[src/rtl/vpu_test_sequencer_if.sv]
// Request/result channel between the VPU self-test sequencer (master) and the VPU (slave).
interface vpu_test_sequencer_if #(
    parameter int unsigned INSTR_W = 32,
    parameter int unsigned DATA_W  = 64
);
    logic               vpu_req_valid;
    logic               vpu_req_ready;
    logic [INSTR_W-1:0] vpu_instr;
    logic               vpu_res_valid;
    logic [DATA_W-1:0]  vpu_res_data;

    modport master (
        output vpu_req_valid,
        output vpu_instr,
        input  vpu_req_ready,
        input  vpu_res_valid,
        input  vpu_res_data
    );

    modport slave (
        input  vpu_req_valid,
        input  vpu_instr,
        output vpu_req_ready,
        output vpu_res_valid,
        output vpu_res_data
    );
endinterface

[src/rtl/vpu_test_sequencer.sv]
// VPU self-test sequencer: fetches vectors from ROM, issues them, checks results, drives LEDs.
// Optional continuous soak looping is enabled by defining VPU_SEQ_SOAK_EN.
module vpu_test_sequencer #(
    parameter int unsigned NUM_TESTS   = 16,
    parameter int unsigned INSTR_W     = 32,
    parameter int unsigned DATA_W      = 64,
    parameter int unsigned TIMEOUT_CYC = 4096,
    parameter int unsigned START_DELAY = 64,
    localparam int unsigned IDX_W      = (NUM_TESTS > 1) ? $clog2(NUM_TESTS) : 1
) (
    input  logic               clk_100mhz,
    input  logic               rst,
    output logic [IDX_W-1:0]   rom_addr,
    input  logic [INSTR_W-1:0] rom_instr,
    input  logic [DATA_W-1:0]  rom_expected,
    vpu_test_sequencer_if.master vpu,
    output logic [IDX_W-1:0]   fail_index,
    output logic               fail_timeout,
    output logic [3:0]         led
`ifdef VPU_SEQ_SOAK_EN
    ,
    output logic [15:0]        pass_loops
`endif
);
    localparam int unsigned DLY_W = (START_DELAY > 1) ? $clog2(START_DELAY) : 1;
    localparam int unsigned TMO_W = (TIMEOUT_CYC > 1) ? $clog2(TIMEOUT_CYC) : 1;

    typedef enum logic [2:0] {StIdle, StFetch, StLoad, StIssue, StWait, StPass, StFail} state_e;

    state_e             state_q, state_d;
    logic [IDX_W-1:0]   idx_q, idx_d;
    logic [DLY_W-1:0]   dly_q, dly_d;
    logic [TMO_W-1:0]   tmo_q, tmo_d;
    logic [IDX_W-1:0]   addr_q, addr_d;
    logic               valid_q, valid_d;
    logic [INSTR_W-1:0] instr_q, instr_d;
    logic [DATA_W-1:0]  exp_q, exp_d;
    logic [IDX_W-1:0]   fidx_q, fidx_d;
    logic               ftmo_q, ftmo_d;
    logic [3:0]         led_q, led_d;
`ifdef VPU_SEQ_SOAK_EN
    logic [15:0]        loops_q, loops_d;
    logic               tgl_q, tgl_d;
`endif

    always_ff @(posedge clk_100mhz) begin
        if (rst) begin
            state_q <= StIdle;
            idx_q   <= '0;
            dly_q   <= '0;
            tmo_q   <= '0;
            addr_q  <= '0;
            valid_q <= 1'b0;
            instr_q <= '0;
            exp_q   <= '0;
            fidx_q  <= '0;
            ftmo_q  <= 1'b0;
            led_q   <= 4'b0000;
`ifdef VPU_SEQ_SOAK_EN
            loops_q <= '0;
            tgl_q   <= 1'b0;
`endif
        end else begin
            state_q <= state_d;
            idx_q   <= idx_d;
            dly_q   <= dly_d;
            tmo_q   <= tmo_d;
            addr_q  <= addr_d;
            valid_q <= valid_d;
            instr_q <= instr_d;
            exp_q   <= exp_d;
            fidx_q  <= fidx_d;
            ftmo_q  <= ftmo_d;
            led_q   <= led_d;
`ifdef VPU_SEQ_SOAK_EN
            loops_q <= loops_d;
            tgl_q   <= tgl_d;
`endif
        end
    end

    always_comb begin
        state_d = state_q;
        idx_d   = idx_q;
        dly_d   = dly_q;
        tmo_d   = tmo_q;
        addr_d  = addr_q;
        valid_d = valid_q;
        instr_d = instr_q;
        exp_d   = exp_q;
        fidx_d  = fidx_q;
        ftmo_d  = ftmo_q;
`ifdef VPU_SEQ_SOAK_EN
        loops_d = loops_q;
        tgl_d   = tgl_q;
`endif
        unique case (state_q)
            StIdle: begin
                if (dly_q == DLY_W'(START_DELAY - 1)) begin
                    state_d = StFetch;
                    idx_d   = '0;
                    addr_d  = '0;
                end else begin
                    dly_d = dly_q + DLY_W'(1);
                end
            end
            StFetch: state_d = StLoad;
            StLoad: begin
                instr_d = rom_instr;
                exp_d   = rom_expected;
                valid_d = 1'b1;
                state_d = StIssue;
            end
            StIssue: begin
                if (vpu.vpu_req_ready) begin
                    valid_d = 1'b0;
                    tmo_d   = '0;
                    state_d = StWait;
                end
            end
            StWait: begin
                // A result arriving on the final timeout cycle still wins.
                if (vpu.vpu_res_valid) begin
                    if (vpu.vpu_res_data != exp_q) begin
                        state_d = StFail;
                        fidx_d  = idx_q;
                    end else if (idx_q == IDX_W'(NUM_TESTS - 1)) begin
`ifdef VPU_SEQ_SOAK_EN
                        state_d = StFetch;
                        idx_d   = '0;
                        addr_d  = '0;
                        tgl_d   = ~tgl_q;
                        if (loops_q != 16'hffff) loops_d = loops_q + 16'd1;
`else
                        state_d = StPass;
`endif
                    end else begin
                        state_d = StFetch;
                        idx_d   = idx_q + IDX_W'(1);
                        addr_d  = idx_q + IDX_W'(1);
                    end
                end else if (tmo_q == TMO_W'(TIMEOUT_CYC - 1)) begin
                    state_d = StFail;
                    fidx_d  = idx_q;
                    ftmo_d  = 1'b1;
                end else begin
                    tmo_d = tmo_q + TMO_W'(1);
                end
            end
            StPass, StFail: state_d = state_q;
            default: state_d = StIdle;
        endcase

        led_d[3] = (state_q != StIdle);
        led_d[2] = (state_q == StFetch) || (state_q == StLoad) ||
                   (state_q == StIssue) || (state_q == StWait);
        led_d[1] = (state_q == StFail);
`ifdef VPU_SEQ_SOAK_EN
        led_d[0] = tgl_q && (state_q != StFail);
`else
        led_d[0] = (state_q == StPass);
`endif
    end

    assign rom_addr          = addr_q;
    assign vpu.vpu_req_valid = valid_q;
    assign vpu.vpu_instr     = instr_q;
    assign fail_index        = fidx_q;
    assign fail_timeout      = ftmo_q;
    assign led               = led_q;
`ifdef VPU_SEQ_SOAK_EN
    assign pass_loops        = loops_q;
`endif
endmodule

[src/flat_wrapper.sv]
// flat-port wrapper written by rule: the top's interface ports become plain ports
module vpu_test_sequencer_flat 
#(
    parameter int unsigned NUM_TESTS   = 16,
    parameter int unsigned INSTR_W     = 32,
    parameter int unsigned DATA_W      = 64,
    parameter int unsigned TIMEOUT_CYC = 4096,
    parameter int unsigned START_DELAY = 64,
    localparam int unsigned IDX_W      = (NUM_TESTS > 1) ? $clog2(NUM_TESTS) : 1
)
  (clk_100mhz, rst, rom_addr, rom_instr, rom_expected, fail_index, fail_timeout, led, vpu_vpu_req_valid, vpu_vpu_instr, vpu_vpu_req_ready, vpu_vpu_res_valid, vpu_vpu_res_data);
  vpu_test_sequencer_if #(.INSTR_W(INSTR_W), .DATA_W(DATA_W)) vpu_i ();
  input  logic clk_100mhz;
  input  logic rst;
  output logic [IDX_W-1:0] rom_addr;
  input  logic [INSTR_W-1:0] rom_instr;
  input  logic [DATA_W-1:0] rom_expected;
  output logic [IDX_W-1:0] fail_index;
  output logic fail_timeout;
  output logic [3:0] led;
  output wire logic [$bits(vpu_i.vpu_req_valid)-1:0] vpu_vpu_req_valid;
  output wire logic [$bits(vpu_i.vpu_instr)-1:0] vpu_vpu_instr;
  input wire logic [$bits(vpu_i.vpu_req_ready)-1:0] vpu_vpu_req_ready;
  input wire logic [$bits(vpu_i.vpu_res_valid)-1:0] vpu_vpu_res_valid;
  input wire logic [$bits(vpu_i.vpu_res_data)-1:0] vpu_vpu_res_data;
  assign vpu_vpu_req_valid = vpu_i.vpu_req_valid;
  assign vpu_vpu_instr = vpu_i.vpu_instr;
  assign vpu_i.vpu_req_ready = vpu_vpu_req_ready;
  assign vpu_i.vpu_res_valid = vpu_vpu_res_valid;
  assign vpu_i.vpu_res_data = vpu_vpu_res_data;
  vpu_test_sequencer #(.NUM_TESTS(NUM_TESTS), .INSTR_W(INSTR_W), .DATA_W(DATA_W), .TIMEOUT_CYC(TIMEOUT_CYC), .START_DELAY(START_DELAY)) u_core (.clk_100mhz(clk_100mhz), .rst(rst), .rom_addr(rom_addr), .rom_instr(rom_instr), .rom_expected(rom_expected), .vpu(vpu_i), .fail_index(fail_index), .fail_timeout(fail_timeout), .led(led));
endmodule
[config.mk]
export PLATFORM = sky130hd
export DESIGN_NAME = vpu_test_sequencer_flat
export DESIGN_NICKNAME = d
export VERILOG_FILES = /design/src/rtl/vpu_test_sequencer_if.sv /design/src/rtl/vpu_test_sequencer.sv /design/src/flat_wrapper.sv
export SDC_FILE = /design/constraint.sdc
export NUM_CORES = 1
export LEC_CHECK = 0
export CELL_PAD_IN_SITES_DETAIL_PLACEMENT = 0
export CELL_PAD_IN_SITES_GLOBAL_PLACEMENT = 1
export CORE_MARGIN = 2
export CORE_UTILIZATION = 34
export CTS_CLUSTER_DIAMETER = 100
export DETAILED_ROUTE_END_ITERATION = 10
export PLACE_DENSITY = 0.95
export SYNTH_ARGS = -nofsm -noshare
export SYNTH_HDL_FRONTEND = slang
export SYNTH_SLANG_ARGS = --single-unit
export TNS_END_PERCENT = 100
[constraint.sdc]
create_clock -name clk_100mhz -period 4.2 [get_ports clk_100mhz]
set_input_delay 1.05 -clock clk_100mhz [delete_from_list [all_inputs] [get_ports clk_100mhz]]
set_output_delay 1.05 -clock clk_100mhz [all_outputs]
set_load 0.01 [all_outputs]
==> flow_summary.toml <==
[floorplan]
initial_core_util = 0.350
core.rowCount = 47
io_pins = 210
dieWidth_um = 135
core_area_um2 = 16700
die_y_um = 135
dieArea_um2 = 18200

[grt]
grt_pass1_wl_mm = 27.3
grt_pass1_vias = 5405
antenna_found_initial = 0
grt_max_degree = 97
overflow = 0
track_usage = 0.193

[worst_setup_path]
critPathMaxFanout = 5
crit_type = "primary input to register"
cp.required_ns = 4.49
end_kind = "register"
critPathLaunchType = "primary input"
crit_arrival_ns = 3.38
slowest_stage = "nor4_2"
crit_path_cell_trace = "clkdlybuf4s50_1 > nor2b_1 > a2111o_1 > nor4_2 > nand3_1 > o41ai_1 > a21oi_1"
cpPeakStageDelay_ns = 0.51

[placed_design]
place_area_um2 = 8110
post-place-ws_ns = 0.721
gp_congestion = 0.844
dp.cells = 1125
hpwlAfterDp_mm = 12.7
io_buffers = 209

[clock_tree]
clkLatencyLatePin_ns = 0.42
cts_buffers = 17
clkSinkCount = 131
postCtsSetupRepairBufs = 0
postCtsHoldBufs = 0
cts.path.max_buffers = 2
cts_resized = 0
cts_max_level = 4
clkTransAtPathRegs_ns = 0.06
cts_tree = "done"
root_buffer = "clkbuf_16"

[sta]
fmax_mhz = 323
tns_ns = 0
finalClockSkew_ns = 0.0100
slew_viol_final = 0
finalHoldViolCount = 0
final.min_clock_period_ns = 3.09
fin_crit_sh = 0.736
fin_hold_ws_ns = 0.452
relSlewSlack = 0.255
finalSetupViolations = 0
max_slew.worst_pin.slew_ns = 1.12
rsz0062_at_grt = "false"
fin_ws_ns = 1.11

[finish]
n_antenna_cell = 0
final_cell_mix = "nand2_1 (210), clkdlybuf4s50_1 (208), dfxtp_1 (131)"
instances_no_fill = 1156
layout_commonest_cell = "nand2_1"
nNetsFinal = 1091
final_area_um2 = 8690
drive_gt1_frac = 0.0524
areaGrowthSynthToFinish_pct = 48.8

[pwr]
p_clk_frac = 0.349
p_per_area_nw_per_um2 = 485
ir_drop_v = 0.000280
power.leakage_nw = 2.96
p_seq_frac = 0.375
swShare = 0.319
power_switching_mw = 1.35
combPwrFrac = 0.277
p_int_mw = 2.87

[yosys]
syn_inst = 731
ys.flop_type = "dfxtp_1"
async_reset_ff_frac = 0
avgSynthCellArea_um2 = 7.99
yosysSeqAreaShare = 0.449
synth_nets = 898
ys_types = 56
synth_edf_count = 0
syn-cell-area_um2 = 5840
synth_warnings = 0
synth_seq_cells = 131

[run_status]
outcome = "finished clean"

[detailed_routing]
vias_per_cell = 4.81
routed_wirelength_mm = 17.5
drt_first_pass_iters = 5
via_count = 5557
post_drt_wl_per_cell_um = 15.1
detail-route-antenna-nets = 0
drt_iter0_drc = 344
drc_errors = 0

[run]
drv_cap = 0

[worst_hold_path]
hp-class = "register to register"
## state kept, by name, summed over array words and instances (netlist names)
signal,flops
u_core.dly_q,6
u_core.vpu.vpu_instr,32
u_core.idx_q,4
u_core.fail_timeout,1
u_core.state_q,3
u_core.exp_q,64
u_core.fail_index,4
u_core.led,4
u_core.vpu.vpu_req_valid,1
u_core.tmo_q,12
## path summary, 6_finish.rpt
check | startpoint | end | slack, ns | depth (start not counted)
worst min-delay path | u_core.vpu.vpu_instr[13]$_SDFFE_PP0P_ | u_core.vpu.vpu_instr[13]$_SDFFE_PP0P_ | 0.45 | 2
worst min register to register | u_core.vpu.vpu_instr[13]$_SDFFE_PP0P_ | u_core.vpu.vpu_instr[13]$_SDFFE_PP0P_ | 0.45 | 2
worst max-delay path | vpu_vpu_res_data[7] | u_core.state_q[2]$_SDFFE_PP0P_ | 1.11 | 7
worst max register to register | u_core.state_q[2]$_SDFFE_PP0P_ | u_core.tmo_q[9]$_SDFFE_PP0P_ | 1.69 | 6
## cell usage after synthesis (3+ instances only)
library cell	number	area, um^2
inv_1	10	37.5
nor2b_1	10	62.6
clkbuf_1	33	124
nand2_1	211	792
mux2i_1	5	50.1
xnor2_1	52	455
nor3_1	9	45.0
nor2_1	28	105
a211oi_1	9	67.6
buf_2	5	25.0
nor4_1	6	37.5
a21oi_1	106	531
o21a_1	3	22.5
nand2b_1	16	100
nand3_1	11	55.1
nand4_1	18	113
dfxtp_1	131	2620
xor2_1	16	140
o21ai_1	3	15.0
ha_1	3	37.5
## final cells by class
class / instances / area, um^2
clock buffers: 19 / 453
clock inverters: 12 / 133
fillers: 1615 / 8010
inverters: 12 / 45.0
multi-input cells: 549 / 3030
flip-flops and latches: 131 / 2620
well taps: 220 / 275
repair buffers: 213 / 2130
## critical path: cells and delay by family
family | cells | cell delay (ns)
buf+inv | 1 | 0.42
simple gates | 3 | 0.91
compound gates | 3 | 1.00
## power groups by stage
| stage | Sequential, mW | Combinational [mW] | Clock (mW) |
|---|---|---|---|
| global placement | 1.60 | 1.17 | 0 |
| global route | 1.61 | 1.29 | 1.55 |
| finish | 1.58 | 1.17 | 1.47 |
| detailed placement | 1.61 | 1.18 | 0 |
| floorplan | 1.60 | 0.664 | 0 |
| CTS | 1.58 | 1.18 | 1.50 |
## kinds of logic (layout without fill, tap and decap cells)
logic type,after synthesis,count (layout),synth area share
and+or+nand+nor,328,328,0.255
AOI/OAI and AO/OA,144,144,0.143
DFF,131,131,0.449
xor gates and xnor gates,68,68,0.102
buffers and inverters,51,256,0.0338
muxes,6,6,0.0105
adders and majority gates,3,3,0.00643
## per-layer routing
layer	vias to the layer above	GRT usage	part of all wire
li1	2836	-	-
met1	2498	0.227	0.41
met2	189	0.319	0.48
met3	34	0.0758	0.094
met4	0	0.0735	0.024
met5	-	0	0
## per-stage QoR
step | total power, mW | utilization
2_1_floorplan | 2.27 | -
3_3_place_gp | 2.77 | 0.486
3_5_place_dp | 2.79 | 0.486
4_1_cts | 4.26 | 0.521
5_1_grt | 4.44 | 0.521
6_report | 4.22 | 0.521
No activity file was read; power rests on OpenSTA's default activity.
